===== config.mk =====
export PLATFORM = sky130hd
export DESIGN_NAME = int_ctrl
export DESIGN_NICKNAME = d
export VERILOG_FILES = /design/src/rtl/int_ctrl.sv
export SDC_FILE = /design/constraint.sdc
export NUM_CORES = 1
export LEC_CHECK = 0
export CAP_MARGIN = 20
export CELL_PAD_IN_SITES_DETAIL_PLACEMENT = 1
export CELL_PAD_IN_SITES_GLOBAL_PLACEMENT = 1
export CORE_UTILIZATION = 33
export DETAILED_ROUTE_END_ITERATION = 10
export PLACE_DENSITY = 0.94
export SYNTH_ARGS = -nofsm -noshare
export SYNTH_HDL_FRONTEND = slang
export SYNTH_SLANG_ARGS = --single-unit

===== constraint.sdc =====
create_clock -name clk -period 2.2 [get_ports clk]
set_input_delay 0.44 -clock clk [delete_from_list [all_inputs] [get_ports clk]]
set_output_delay 0.44 -clock clk [all_outputs]
set_load 0.05 [all_outputs]

===== src/rtl/int_ctrl.sv =====
// Programmable interrupt controller feeding CP0 HWInt: synchronizes raw sources,
// latches them as level or rising-edge, masks them and exposes a claim register.
module int_ctrl #(
    parameter int unsigned NSRC = 6
) (
    input  logic            clk,
    input  logic            reset,
    input  logic [NSRC-1:0] src,
    input  logic [1:0]      addr,
    input  logic            we,
    input  logic            re,
    input  logic [31:0]     wdata,
    output logic [31:0]     rdata,
    output logic [5:0]      hwint
);

    logic [NSRC-1:0] s1, s2, s3;
    logic [NSRC-1:0] mode, enable, pending;
    logic [NSRC-1:0] pending_next, visible, rise, clr, mode_chg;
    logic [5:0]      hwint_next;
    logic [2:0]      idx;
    logic            valid;
    logic            wr_mode, wr_en, wr_pend, claim;
    logic            unused_wdata;

    assign unused_wdata = ^wdata[31:NSRC];

    assign visible = pending & enable;
    assign rise    = s2 & ~s3;
    assign wr_mode = we & (addr == 2'd0);
    assign wr_en   = we & (addr == 2'd1);
    assign wr_pend = we & (addr == 2'd2);
    assign claim   = re & (addr == 2'd3) & valid & ~reset;

    // Lowest-numbered enabled pending source wins the claim.
    always_comb begin
        valid = |visible;
        idx   = '0;
        for (int unsigned i = NSRC; i > 0; i--) begin
            if (visible[i-1]) idx = 3'(i - 1);
        end
    end

    // A mode change clears the bit outright; edge sets beat any same-cycle clear.
    always_comb begin
        clr      = wr_pend ? wdata[NSRC-1:0] : '0;
        mode_chg = wr_mode ? (mode ^ wdata[NSRC-1:0]) : '0;
        for (int unsigned i = 0; i < NSRC; i++) begin
            if (claim && idx == 3'(i)) clr[i] = 1'b1;
        end
        pending_next = '0;
        for (int unsigned i = 0; i < NSRC; i++) begin
            if (mode_chg[i])
                pending_next[i] = 1'b0;
            else if (mode[i])
                pending_next[i] = rise[i] | (pending[i] & ~clr[i]);
            else
                pending_next[i] = s2[i];
        end
    end

    always_comb begin
        hwint_next           = '0;
        hwint_next[NSRC-1:0] = visible;
    end

    always_ff @(posedge clk) begin
        if (reset) begin
            s1      <= '0;
            s2      <= '0;
            s3      <= '0;
            mode    <= '0;
            enable  <= '0;
            pending <= '0;
            hwint   <= '0;
        end else begin
            s1      <= src;
            s2      <= s1;
            s3      <= s2;
            pending <= pending_next;
            hwint   <= hwint_next;
            if (wr_mode) mode   <= wdata[NSRC-1:0];
            if (wr_en)   enable <= wdata[NSRC-1:0];
        end
    end

    always_comb begin
        rdata = '0;
        if (!reset) begin
            case (addr)
                2'd0: rdata[NSRC-1:0] = mode;
                2'd1: rdata[NSRC-1:0] = enable;
                2'd2: rdata[NSRC-1:0] = pending;
                default: begin
                    rdata[31]  = valid;
                    rdata[2:0] = idx;
                end
            endcase
        end
    end

endmodule


==> results of run 1 <==
==> through the flow <==
step / area (µm²) / util (%) / instances / worst slack (ns) / power, W
after floorplan: 2070 / - / 250 / -0.125 / 0.00103
after global placement: 2410 / 43.0 / 334 / -0.179 / 0.00108
after detailed placement: 2410 / 43.0 / 334 / -0.249 / 0.00110
after CTS: 2570 / 45.8 / 346 / 0.00900 / 0.00170
after global routing: 2580 / 46.0 / 346 / 0.00436 / 0.00175
final: 2580 / 46.0 / 346 / 0.0553 / 0.00169
==> logic make-up after synthesis <==
family	count (synthesis)	share of synthesized area, %
buffers and inverters	38	12.4
DFF	42	42.9
and+or+nand+nor	90	22.4
other	1	0.191
muxes	12	6.12
AOI/OAI and AO/OA	37	13.3
xor gates and xnor gates	6	2.68
==> worst max-delay path, stage by stage <==
cell and delay (ns):
dlygate4sd2_1 0.28, nor2b_1 0.16, buf_4 0.16, a2111oi_4 0.36, buf_4 0.18, buf_12 0.12
==> power by group through the flow <==
stage | registers [W] | logic, W | clock network (W)
2_1_floorplan | 0.000814 | 0.000217 | 0
3_3_place_gp | 0.000818 | 0.000265 | 0
3_5_place_dp | 0.000820 | 0.000275 | 0
4_1_cts | 0.000803 | 0.000284 | 0.000615
5_1_grt | 0.000807 | 0.000304 | 0.000644
6_report | 0.000804 | 0.000286 | 0.000598
==> repair_timing <==
| item | 4_1_cts | 5_1_grt |
|---|---|---|
| endpoints found under the setup margin | 7 | 2 |
| buffers inserted | 4 | 0 |
| resized for setup | 5 | 6 |
| pin swaps | 1 | 1 |
| hold endpoints to repair | 0 | 0 |
==> layout by cell type, fill, tap and decap left out, types with 6 or more instances in the layout <==
cell	Yosys	routed
a21oi_1	9	9
buf_12	0	6
buf_4	26	20
clkdlybuf4s50_1	0	20
conb_1	1	25
dfxtp_1	42	38
mux2i_1	12	12
nand2_1	26	25
nor2_1	24	24
nor2b_1	22	22
xor2_1	6	6
==> final timing paths <==
check,startpoint,to,cells past startpoint
max,addr[0],rdata[1],6
min,s1[2]$_SDFF_PP0_,s2[2]$_SDFF_PP0_,1
max reg2reg,pending[0]$_SDFF_PP0_,pending[3]$_SDFF_PP0_,5
min reg2reg,s1[2]$_SDFF_PP0_,s2[2]$_SDFF_PP0_,1
==> area by class of cell <==
type	instances	share of cell area (%)
multi-input cells	170	39.1
well taps	72	3.49
clock buffers	5	2.67
repair buffers	51	20.0
clock inverters	3	1.55
flip-flops and latches	42	32.8
inverters	3	0.436
==> sequential cells by signal (all words and copies together), names as in the netlist <==
signal,count
enable,6
hwint,6
mode,6
pending,6
s1,6
s2,6
s3,6
==> routing by layer <==
metal	global-route usage, %	wire [µm]
met2	31.4	2640
met5	0	0
met1	20.7	2110
met4	7.09	143
met3	4.71	256
==> results.sh, run 1 <==
export IMPL_fmax_ghz=0.466
export IMPL_drt_iter0_drc=96
export IMPL_r2r_slack_ns=0.88
export IMPL_p_per_area_nw_per_um2=654
export IMPL_clock_sinks=42
export IMPL_drc=0
export IMPL_port_buffers=30
export IMPL_grt_pass1_wl_um=8500
export IMPL_ys_warn_count=0
export IMPL_nNetsFinal=317
export IMPL_io_pins=82
export IMPL_switching_power_w=0.000475
export IMPL_num_vias=1706
export IMPL_synth_top_area_share_pct=42.9
export IMPL_required_ns=1.76
export IMPL_clkTransAtPathRegs_ns=0.07
export IMPL_rsz0062_at_grt="no"
export IMPL_die_area_um2=6260
export IMPL_sw_frac_of_total_pct=28.1
export IMPL_antenna_cells=0
export IMPL_drv_slew=0
export IMPL_drv_cap=0
export IMPL_die_w_um=79.1
export IMPL_worstSetupEndpointType="output port"
export IMPL_drive_above_1_share_pct=17.2
export IMPL_place_gp_congestion=0.827
export IMPL_core_area_um2=5610
export IMPL_ant_nets=0
export IMPL_cts_root_buf="clkbuf_8"
export IMPL_postCtsHoldBufs=0
export IMPL_overflow=0
export IMPL_hold_viol=0
export IMPL_viasPerCell=4.93
export IMPL_wl_per_cell_um=14.9
export IMPL_multi_input_area_um2=1010
export IMPL_criticalPathCategory="input port to output port"
export IMPL_relSlewSlack_pct=66.5
export IMPL_clk_insertion_delay_late_ns=0.30
export IMPL_antenna_found_initial=0
export IMPL_dpl_hpwl_um=3910
export IMPL_grt_start_max_net_pins=26
export IMPL_synth_edf_count=0
export IMPL_cts_buffer_depth=2
export IMPL_synth_flop_cell="dfxtp_1"
export IMPL_power_frac_clock_pct=35.5
export IMPL_setup_violations=0
export IMPL_synthTopCellsByArea="dfxtp_1 43%, buf_4 9.9%, nor2b_1 7.0%"
export IMPL_worst_pin_slew_ns=0.503
export IMPL_rows=27
export IMPL_crit_path_start_kind="input port"
export IMPL_seq_area_um2=846
export IMPL_synth_cells=226
export IMPL_grt_pass1_vias=1784
export IMPL_globalRouteTotalUtil_pct=17.9
export IMPL_fin_skew_ns=0.00661
export IMPL_pwr_share_seq_pct=47.6
export IMPL_synth_avg_cell_area_um2=8.68
export IMPL_cts_tree="yes"
export IMPL_period_needed_ns=2.14
export IMPL_intPower_w=0.00121
export IMPL_comb_power_share_pct=16.9
export IMPL_cts_buffers=5
export IMPL_area_growth_pct=31.5
export IMPL_fin_crit_sh_pct=97.5
export IMPL_die_h_um=79.1
export IMPL_ys_seq_elements=42
export IMPL_finalSetupTns_ns=0
export IMPL_yosysUniqueCellTypes=38
export IMPL_fill_cells=672
export IMPL_p_leak_nw=1.04
export IMPL_min_path_type="flop to flop"
export IMPL_yosys_area_top_type="dfxtp_1"
export IMPL_async_flop_share_pct=0
export IMPL_synth_most_common_cell="dfxtp_1"
export IMPL_worstPathArrival_ns=1.70
export IMPL_wl_um=5140
export IMPL_initial_core_util_pct=35.0
export IMPL_ir_drop_mv=0.275
export IMPL_firstDrtPassIters=5
export IMPL_syn_area_um2=1960
export IMPL_synth_commonest_cells="42 x dfxtp_1, 26 x buf_4, 26 x nand2_1"
export IMPL_outcome="complete, no violations"
export IMPL_whs_ns=0.444
export IMPL_synth_seq_area_share_pct=42.9
export IMPL_h_tree_depth=2
export IMPL_path_max_fanout=5
No activity file was read; power rests on OpenSTA's default activity.
==> run 2, diff against run 1 <==
--- a/config.mk
+++ b/config.mk
@@ -11,6 +11,8 @@
 export CORE_UTILIZATION = 33
 export DETAILED_ROUTE_END_ITERATION = 10
 export PLACE_DENSITY = 0.94
+export SLEW_MARGIN = 30
 export SYNTH_ARGS = -nofsm -noshare
 export SYNTH_HDL_FRONTEND = slang
 export SYNTH_SLANG_ARGS = --single-unit
+export TNS_END_PERCENT = 100
==> results of run 2 <==
Final layout, timing and power as in run 1 (identical DEF).
==> run 3, diff against run 2 <==
--- a/config.mk
+++ b/config.mk
@@ -15,4 +15,3 @@
 export SYNTH_ARGS = -nofsm -noshare
 export SYNTH_HDL_FRONTEND = slang
 export SYNTH_SLANG_ARGS = --single-unit
-export TNS_END_PERCENT = 100
==> results of run 3 <==
Final layout, timing and power as in run 1 (identical DEF).
